===== src/rtl/mc_sched_ctrl.sv =====
// mc_sched_ctrl: per-mode schedule bound table with period-boundary-aligned mode switching
module mc_sched_ctrl #(
  parameter int MODE_W = 2
) (
  input  logic              clk,
  input  logic              reset,
  input  logic [13:0]       config_addr,
  input  logic              config_en,
  input  logic              config_wr,
  input  logic [31:0]       config_wdata,
  input  logic              sel,
  input  logic              period_boundary,
  output logic [31:0]       config_slv_rdata,
  output logic              config_slv_error,
  output logic [7:0]        stbl_min,
  output logic [7:0]        stbl_maxp1,
  output logic [MODE_W-1:0] mode_cur,
  output logic              mc_busy,
  output logic              mc_done
);
  localparam int N = 1 << MODE_W;
  typedef enum logic [1:0] {IDLE, ARM, COMMIT} state_t;
  state_t            state;
  logic [7:0]        tmin [N];
  logic [7:0]        tmax [N];
  logic [7:0]        sh_min, sh_max;
  logic [MODE_W-1:0] target;
  logic [10:0]       a;
  logic [MODE_W-1:0] idx, wmode;
  logic              acc, is_mode, is_tbl, err, mw, tw;
  logic [31:0]       rd;
  logic              unused_bits;
  assign unused_bits = ^{config_addr[13:11], config_wdata[31:16]};
  assign a       = config_addr[10:0];
  assign idx     = a[MODE_W-1:0];
  assign wmode   = config_wdata[MODE_W-1:0];
  assign acc     = sel & config_en;
  assign is_mode = a == 11'h000;
  assign is_tbl  = a >= 11'h010 && a < 11'(16 + N);
  // a busy change locks both the request register and the entry it is committing
  assign err = acc & (!(is_mode | is_tbl) | config_wr & (is_mode & mc_busy |
               is_tbl & (config_wdata[15:8] <= config_wdata[7:0] | mc_busy & idx == target)));
  assign mw = acc & config_wr & is_mode & !err;
  assign tw = acc & config_wr & is_tbl & !err;
  always_comb rd = is_mode ? {mc_busy, 11'b0, 4'(target), 12'b0, 4'(mode_cur)}
                           : {16'b0, tmax[idx], tmin[idx]};
  always_ff @(posedge clk or posedge reset) begin
    if (reset) begin
      state            <= IDLE;
      for (int i = 0; i < N; i++) begin
        tmin[i] <= 8'h00;
        tmax[i] <= 8'h01;
      end
      sh_min           <= 8'h00;
      sh_max           <= 8'h01;
      target           <= '0;
      stbl_min         <= 8'h00;
      stbl_maxp1       <= 8'h01;
      mode_cur         <= '0;
      mc_busy          <= 1'b0;
      mc_done          <= 1'b0;
      config_slv_rdata <= '0;
      config_slv_error <= 1'b0;
    end else begin
      config_slv_error <= err;
      config_slv_rdata <= acc & !config_wr & !err ? rd : '0;
      mc_done          <= 1'b0;
      if (tw) begin
        tmin[idx] <= config_wdata[7:0];
        tmax[idx] <= config_wdata[15:8];
      end
      case (state)
        IDLE: if (mw) begin
          if (wmode != mode_cur) begin
            target  <= wmode;
            sh_min  <= tmin[wmode];
            sh_max  <= tmax[wmode];
            mc_busy <= 1'b1;
            state   <= ARM;
          end else mc_done <= 1'b1;
        end
        // min moves first so the wrap in progress still ends on the old maxp1
        ARM: if (period_boundary) begin
          stbl_min <= sh_min;
          state    <= COMMIT;
        end
        COMMIT: if (period_boundary) begin
          stbl_maxp1 <= sh_max;
          mode_cur   <= target;
          mc_done    <= 1'b1;
          mc_busy    <= 1'b0;
          state      <= IDLE;
        end
        default: state <= IDLE;
      endcase
    end
  end
endmodule

===== config.mk =====
export PLATFORM = sky130hd
export DESIGN_NAME = mc_sched_ctrl
export DESIGN_NICKNAME = d
export VERILOG_FILES = /design/src/rtl/mc_sched_ctrl.sv
export SDC_FILE = /design/constraint.sdc
export NUM_CORES = 1
export LEC_CHECK = 0
export CORE_MARGIN = 2
export CORE_UTILIZATION = 30
export DETAILED_ROUTE_END_ITERATION = 10
export GPL_TIMING_DRIVEN = 1
export PLACE_DENSITY_LB_ADDON = 0.08
export RECOVER_POWER = 50
export SYNTH_ARGS = -nofsm -noshare
export SYNTH_HDL_FRONTEND = slang
export SYNTH_SLANG_ARGS = --single-unit

===== constraint.sdc =====
create_clock -name clk -period 9.6 [get_ports clk]
set_input_delay 2.88 -clock clk [delete_from_list [all_inputs] [get_ports clk]]
set_output_delay 2.88 -clock clk [all_outputs]
set_load 0.005 [all_outputs]

==> After elaboration in Yosys (flattened, before gate mapping) <==
Cells that the tools add are included.
{ "totals": {"reg_bits": 137, "in_bits": 52, "output_inout_bits": 53, "wordCells": 96} }
{ "classes": {"magnitude_cmp": 6, "n_eq_ne": 8, "n_mux": 31, "n_bitwise": 19, "n_reduce_logical": 13} }
{ "ops": {"columns": ["op", "count"], "rows": [
  ["8-bit two-way mux", 9],
  ["8-bit binary-select mux with 2-bit select", 4],
  ["32-bit bitwise mux", 2],
  ["32-bit two-way mux", 2],
  ["8-bit demux with 2-bit select", 1],
  ["1-bit bitwise AND", 13],
  ["11-bit by 5-bit greater-or-equal comparator with 1-bit output, second input constant", 1],
  ["11-bit logical NOT", 1],
  ["11-bit by 5-bit < comparator with 1-bit output, second input constant", 1],
  ["8-bit <= comparator", 1],
  ["2-bit two-way mux", 4],
  ["2-bit inequality test, second input constant", 4],
  ["4-bit AND reduction", 2],
  ["3-bit greater-or-equal comparator, second input constant", 2],
  ["1-bit two-way mux", 6],
  ["2-bit inverter with 3-bit output", 2],
  ["2-bit case mux with 3 select lines", 1],
  ["1-bit OR", 4],
  ["1-bit case mux with 2 select lines", 2],
  ["2-bit AND reduction", 2],
  ["1-bit logical NOT", 3],
  ["3-bit by 1-bit < comparator with 1-bit output, second input constant", 1],
  ["3-bit AND reduction", 1],
  ["2-bit by 1-bit == test with 1-bit output, second input constant", 1],
  ["other kinds (6)", 7]
]} }

==> Depth between registers and ports, before layout <==
{ "depth": {"depth_word": 12, "depth_mapped": 11, "ltp_nobuf": 7} }

==> Worst setup path after synthesis <==
No wires, ideal clock.
{ "synth_timing": {"path_kind": "in2reg", "startpoint": "input config_wdata[1]", "endpoint": "register tmax[25] (netlist bit)", "setup_ns": 0.125, "arrival_ns": 5.541, "required_time_ns": 9.475, "setup_slack_ns": 3.935, "path_stages": 11, "n_path_buf": 4, "cell_sequence": "clkbuf_1 clkbuf_1 clkbuf_1 inv_1 ha_1 nor2b_1 o211ai_1 a21oi_2 o211ai_4 buf_2 mux2_2"} }
{ "synth_between": {"elab_chain_cells": 9} }
{ "synth_rtl": {"columns": ["item", "line", "source"], "rows": [
  ["from (decl)", "10", "input logic [31:0] config_wdata,"],
  ["8-bit <= comparator", "42", "is_tbl & (config_wdata[15:8] <= config_wdata[7:0] | mc_busy & idx == target)));"],
  ["1-bit OR", "42", null],
  ["1-bit bitwise AND", "42", null],
  ["1-bit OR", "41", "assign err = acc & (!(is_mode | is_tbl) | config_wr & (is_mode & mc_busy |"],
  ["1-bit bitwise AND", "41", null],
  ["1-bit OR", "41", null],
  ["1-bit bitwise AND", "41", null],
  ["1-bit logical NOT", "44", "assign tw = acc & config_wr & is_tbl & !err;"],
  ["1-bit bitwise AND", "44", null],
  ["to (signal, indexed assignment)", "70", "tmax[idx] <= config_wdata[15:8];"],
  ["to (decl)", "25", "logic [7:0] tmax [N];"]
]} }
Every way passes these cells.
A chain may end at the register's enable or synchronous reset.

==> Final worst setup path <==
{ "layout_timing": {"startpoint": "input config_wdata[1]", "endpoint": "register tmin[8] (netlist bit)"} }
{ "layout_between": {"elab_chain_cells": 9} }
{ "layout_rtl": {"columns": ["item", "line", "source"], "rows": [
  ["8-bit <= comparator", "42", null],
  ["1-bit OR", "42", null],
  ["1-bit bitwise AND", "42", null],
  ["1-bit OR", "41", null],
  ["1-bit bitwise AND", "41", null],
  ["1-bit OR", "41", null],
  ["1-bit bitwise AND", "41", null],
  ["1-bit logical NOT", "44", null],
  ["1-bit bitwise AND", "44", null],
  ["to (signal, indexed assignment)", "69", "tmin[idx] <= config_wdata[7:0];"],
  ["to (decl)", "24", "logic [7:0] tmin [N];"]
]} }
Every way passes these cells.

==> run summary <==
The number of standard-cell rows in the floorplan is 51. The net load switching power came out at 279 uW. The initial detailed-routing violation count came out at 169. The final number of max-transition violations is 59. The total number of vias is 3487. For this design the static power due to leakage is 3.72 nW. The detail-routed via count per cell came out at 4.71.

The proportion of power drawn by the clock network came out at 53.8%. The final reports fail on max-capacitance violations, max-slew violations. Global routing used 14.7% of the available tracks across all layers.

Entering global routing, the biggest net connects 68 pins. The number of setup buffers added after CTS is 0. The total half-perimeter wirelength after legalization and detailed placement is 9.33 mm. The layout-stage area growth over the synthesis result is 26.1%. STA puts the critical path data required time at 9.89 ns. The clock tree from TritonCTS is done. The count of boundary I/O pins came out at 105. After synthesis, the mean cell area works out to 15.6 um2.

The worst setup path is launched from an input pin. Global routing consumed, on the met1 layer, 19.6% of the routing resources. In this run the cell area measured after placement is 0.00695 mm2. The post-synthesis register bit count is 124.

The final-report setup violation count came out at 0. The total of warnings raised by yosys came out at 0. The arrival time at the worst endpoint came out at 5.84 ns. Counting the buffers created by CTS gives 17. The initial core utilization came out at 30.7%. The total length of routed wires came out at 14.6 mm. Dividing the detail-routed wire length by the instance count gives 19.7 um. The count of flip-flops with a built-in enable after synthesis is 0. The register area share after synthesis came out at 52.0%.

The placeable core area is 0.0195 mm2. The fraction of registers with async set or reset after synthesis came out at 100%. The clock period minus worst slack came out at 5.55 ns. The layer flagged by global routing as most heavily used is met2. The gate count after technology mapping came out at 384.

The maximum number of buffers from clock root to sink is 2. The post-CTS clock slew at the launch and capture registers of the worst setup and hold paths came out at 0.06 ns. The die extent in x is 145 um. The H-tree depth reported by CTS came out at 4. In the routed design, unresolved DRC markers number 0. The met3 capacity usage during global routing is 2.96%. The count of distinct cell types in the synthesized netlist came out at 41. The clock tree skew after final layout is 0.00721 ns. The die footprint is 0.0211 mm2. The hold-fix buffer count after cts came out at 0.

The relative max-transition margin came out at -73.9%. The critical path in this run is classified as in -> reg. Derived from the worst setup path, the maximum achievable clock frequency is 0.180 GHz. The number of global-route vias before repair came out at 3788. Once layout is done, the placed cells without fillers occupy 0.00755 mm2. The count of nets left with antenna violations once routing finished came out at 0.

Gates resized during post-CTS repair numbered 0. 0 antenna diodes ended up in the layout. The combinational cell fraction of total power came out at 5.0%. The overall overflow remaining after global route is 0. The tool flagged a number of max-cap violations equal to 1. The ratio of final minimum period to clock period is 57.8%. The sort of element at the end of the critical path is a flop. The min-delay analysis places its worst path in the category reg -> reg. Traced cell by cell, the critical path runs through clkdlybuf4s50_1 -> buf_4 -> inv_1 -> ha_1 -> nor2b_1 -> o211ai_1 -> a21oi_2 -> o2111ai_4 -> mux2_4. The power density over the cells is 169 mW/mm2.

The tree built by TritonCTS fans out to 124 sinks. The hold violation total from the final report came to 0. Setup repair after global routing left no endpoint under its margin.

The number of buffers inserted by port buffering is 72. The worst-case IR drop observed on VDD is 0.114 mV. In this design, the stage delay of the slowest critical-path cell is 0.56 ns.

The sum of internal, switching and leakage power is 1.27 mW. The leading cell type in the layout, fill and taps excluded is dfrtp_1. The number of antenna violations at the first check in global routing came out at 0.

The actual transition at the worst max-transition pin is 2.59 ns. The later pin in the worst-skew pair is clocked with a latency of 0.42 ns. The number of optimization iterations in the first detailed-route pass came out at 4. The top flip-flop cell by instance count after synthesis is dfrtp_1. The number of nets in the final layout is 522. The total negative slack is 0 ns.

The share of power burned in registers came out at 41.2%. The switching portion of total power came out at 21.9%. The run finished, with violations left. Leaving out fill and tap cells, the most frequent cells in the layout are 118 x dfrtp_1, 65 x mux2_2, 43 x dlygate4sd3_1. In this run the worst path has a maximum fanout of 23. The first global-routing pass estimated 23.1 mm of wire. The met2 demand-to-capacity share in global routing came out at 23.5%. The summed instance area of the synthesized netlist came out at 0.00599 mm2. The root cell of the clock tree is clkbuf_16.

The fraction of final layout cells sized beyond drive strength 1 came out at 38.1%. The die height came out at 145 um. The slowest library cell on the worst path is o2111ai_4.

The cell internal power dissipation is 995 uW. The weighted congestion reported at the end of routability-driven placement is 0.693.
[registers in the layout, indices dropped and copies added (netlist names)]
register          cells
state                 2
sh_min                8
mc_busy               1
stbl_min              8
tmax                 32
sh_max                8
config_slv_rdata     19
target                2
mc_done               1
config_slv_error      1
stbl_maxp1            8
tmin                 32
mode_cur              2
[area by class of cell]
cell class                      count  area [um2]
Clock buffer                       21         460
Inverter                           11        42.5
Multi-Input combinational cell    229        2670
Timing Repair Buffer               79         764
Sequential cell                   124        3110
Tap cell                          265         332
Fill cell                        1858       12000
Clock inverter                     11         166
[metal layers]
| metal | wire length (um) | share of wire, % |
|---|---|---|
| met1 | 6880 | 47 |
| met4 | 194 | 1.3 |
| met2 | 7140 | 49 |
| met3 | 391 | 2.7 |
| met5 | 0 | 0 |
[path summary, 6_finish.rpt]
path,start,endpoint,slack [ns],cells after the start
min reg2reg,stbl_maxp1[4]$_DFFE_PP0P_,stbl_maxp1[4]$_DFFE_PP0P_,0.50,1
min,stbl_maxp1[4]$_DFFE_PP0P_,stbl_maxp1[4]$_DFFE_PP0P_,0.50,1
max in group asynchronous,reset,tmax[21]$_DFFE_PP0P_,4.15,3
max,config_wdata[1],tmin[8]$_DFFE_PP0P_,4.05,9
max reg2reg,target[1]$_DFFE_PP0P_,tmin[8]$_DFFE_PP0P_,7.23,5
min in group asynchronous,reset,stbl_min[7]$_DFFE_PP0P_,3.64,2
[cells by family (layout without fill, tap and decap cells)]
group | Yosys count | after routing | synth area share [%]
mux | 132 | 132 | 32.7
flops | 124 | 124 | 52.0
simple gates | 52 | 52 | 5.58
buf+inv | 43 | 122 | 4.01
compound gates | 20 | 20 | 3.41
fa+ha+maj | 8 | 8 | 1.67
xor+xnor | 4 | 4 | 0.585
other cells | 1 | 13 | 0.0626
[synth_stat cells, types with 2 or more instances]
| cell | count | area, um2 |
|---|---|---|
| a21o_1 | 2 | 15.0 |
| a21oi_1 | 2 | 10.0 |
| and2_1 | 2 | 12.5 |
| and3_1 | 19 | 119 |
| buf_1 | 3 | 11.3 |
| buf_2 | 6 | 30.0 |
| buf_4 | 13 | 97.6 |
| buf_6 | 3 | 33.8 |
| clkbuf_1 | 7 | 26.3 |
| dfrtp_1 | 118 | 2950 |
| dfstp_2 | 6 | 158 |
| ha_1 | 8 | 100 |
| inv_1 | 11 | 41.3 |
| mux2_1 | 5 | 56.3 |
| mux2_2 | 65 | 732 |
| mux2_4 | 30 | 450 |
| mux4_2 | 32 | 721 |
| nand2_1 | 10 | 37.5 |
| nand3b_1 | 2 | 15.0 |
| nand4_1 | 2 | 12.5 |
| nor2_1 | 4 | 15.0 |
| nor3_1 | 3 | 15.0 |
| nor3b_1 | 2 | 15.0 |
| nor4_4 | 2 | 42.5 |
| o2111ai_4 | 3 | 78.8 |
| o21ai_0 | 6 | 30.0 |
| xnor2_1 | 4 | 35.0 |
[power groups by stage]
stage	clock, mW	combinational (mW)	sequential, mW
after floorplan	0	0.0374	0.533
after global placement	0	0.0660	0.533
after detailed placement	0	0.0669	0.533
after CTS	0.700	0.0671	0.524
after global routing	0.725	0.0711	0.524
final	0.685	0.0641	0.524
[stage by stage]
step / util [%] / cells / hold slack [ns] / worst slack (ns)
2_1_floorplan: - / 396 / 0.477 / 3.43
3_3_place_gp: 35.6 / 708 / 0.490 / 3.60
3_5_place_dp: 35.6 / 708 / 0.493 / 3.58
4_1_cts: 38.8 / 740 / 0.507 / 4.01
5_1_grt: 38.7 / 740 / 0.521 / 3.58
6_report: 38.7 / 740 / 0.497 / 4.05
[critical path, delay by kind of cell]
family	cells	cell delay (ns)
AOI/OAI and AO/OA	3	1.13
adders and majority gates	1	0.30
buffers and inverters	3	0.89
muxes	1	0.49
and+or+nand+nor	1	0.13
(Power assumes the default switching activity.)
==> variant (same flow settings) <==
Set the parameter `MODE_W` to 3 (it was 2).
--- a/src/rtl/mc_sched_ctrl.sv
+++ b/src/rtl/mc_sched_ctrl.sv
@@ -1,6 +1,6 @@
 // mc_sched_ctrl: per-mode schedule bound table with period-boundary-aligned mode switching
 module mc_sched_ctrl #(
-  parameter int MODE_W = 2
+  parameter int MODE_W = 3
 ) (
   input  logic              clk,
   input  logic              reset,
Interface: changed (resized mode_cur); port bits go from 105 to 106. The function was not compared with the original's and may differ.
==> variant against the original RTL <==
Wire length grew 73%. Final area up 46%. Sequential cell count grew 67. Area after synthesis increased by 57%. Non-clock buffer count up 13. Sequential power up 54%. Setup slack worse by 1.5 ns. Global-route usage grew 1.3 points. Highest routed layer unchanged. Sequential share of layout area grew 2.2 points. Cell count up 52%. Largest power group is now sequential cells. The flow still finishes with violations (capacitance limit, slew limit). Power is 26% higher.
==> variant: results (changes against the original RTL) <==
| Metric | Value |
|---|---|
| Outcome | complete, but fails checks |
| Failing checks | capacitance limit, slew limit |
| Critical path origin | config_addr[0] |
| Worst skew pair latency | 0.44 ns (+0.02 ns) |
| Synth Area in Adders | 1.067% (-0.60 points) |
| Routed met1 length | 12350 um (+80%) |
| GRT Total Usage | 15.99% (+1.3 points) |
| Internal power | 0.001187 W (+19%) |
| Wire length per cell | 22.39 um (+13%) |
| Post-Synth XOR/XNOR Area | 0.5604% (-0.025 points) |
| Final Max Tran Viols | 26 (-56%) |
| Met3 Use GR | 3.104% (+0.15 points) |
| Worst Path Max Fanout | 25 (+8.7%) |
| Met2 Use GR | 24.24% (+0.76 points) |
| Synth Area in Compound Gates | 2.522% (-0.88 points) |
| GP Congestion | 0.7565 (+9.1%) |
| Largest net degree at the start of global routing | 120 (+76%) |
| Post-DP Area | 0.01047 mm^2 (+51%) |
| # port buffers | 74 (+2.8%) |
| Rel. slew slack | -65.62% (+8.3 points) |
| Crit path max-delay cell type | clkbuf_1 |
| Clock Skews | 0.01189 ns (+0.004671 ns) |
| H-Tree Depth | 4 (unchanged) |
| Cells after DPL | 1094 (+55%) |
| Clock Power | 0.000697 W (+2%) |
| PwrDens | 144.9 mW/mm^2 (-14%) |
| Pre-CTS setup slack | 2.854 ns (-0.7258 ns) |
| Setup TNS Final | 0 ns (unchanged) |
| Vias | 5700 (+63%) |
| First-pass GRT wire length | 38670 um (+67%) |
| Hold path startpoint | stbl_maxp1[2]$_DFFE_PP0P_ |
| Mean Syn Cell Area | 14.45 um^2 (-7.3%) |
| Comb power | 0.0000937 W (+46%) |
| Routed wl met2 | 11470 um (+61%) |
| Worst Hold End | stbl_maxp1[2]$_DFFE_PP0P_ |
| Largest cells by area after synthesis | dfrtp_1, mux2_2, mux4_2 |
| Reg2reg path depth | 7 (+2) |
| Reg2reg end | tmin[19]$_DFFE_PP0P_ |
| Vias in the first global route | 5990 (+58%) |
| CP endpoint | tmin[60]$_DFFE_PP0P_ |
| Sw Ratio | 25.72% (+3.8 points) |
| DR WL met3 | 1146 um (+190%) |
| Critical path arrival | 7.34 ns (+1.50 ns) |
| Met1 Use GR | 23.49% (+3.9 points) |
| DP HPWL | 15680 um (+68%) |
| Final wirelength | 25210 um (+73%) |
| Number of DRC markers in iteration 0 | 372 (+120%) |
| Seq/Total Area, Yosys | 51.10% (-0.85 points) |
| Final net count | 777 (+49%) |
| Fin crit period | 7.021 ns (+1.473 ns) |
| Share of cells above drive strength 1 | 39.18% (+1.1 points) |
| Delay-heaviest family, CP | buffers and inverters |
| Worst reg-to-reg setup slack | 6.94 ns (-0.29 ns) |
| Maximum vdd drop | 128.8 uV (+13%) |
| Top post-synthesis cells by count | dfrtp_1, mux2_2, mux4_2 |
| Fillcell total | 2933 (+58%) |
| Cell variety after synth | 47 (+15%) |
| Maxcap violations | 1 (unchanged) |
| Hold Slack | 0.5022 ns (+0.005294 ns) |
variant: cell count changes in the layout (fill, tap and decap cells not counted), moves of 8 or more:
cell     change
mux2_2      +75
mux2_4      -20
and3_1      -14
buf_4       +11
a31oi_1     +16
a21oi_1      +8
nor2_1      +35
mux4_2      +32
dfrtp_1     +63
mux2i_1     +13
nand2_1     +35
variant: worst register-to-register path, delay by kind of cell, from the launching register on:
family / cells / cell delay, ns
flip-flops: 1 / 0.43
AND/OR/NAND/NOR: 2 / 0.77
XOR/XNOR: 1 / 0.14
multiplexers: 1 / 0.37
buffers and inverters: 1 / 0.35
AO/OA/AOI/OAI: 2 / 0.49
variant: final cells by class:
cell class	instances	share of cell area, %
clock buffers	18	3.982
multi-input cells	403	38.75
inverters	12	0.4765
clock inverters	14	1.135
flip-flops and latches	191	43.45
well taps	396	4.493
repair buffers	92	7.715
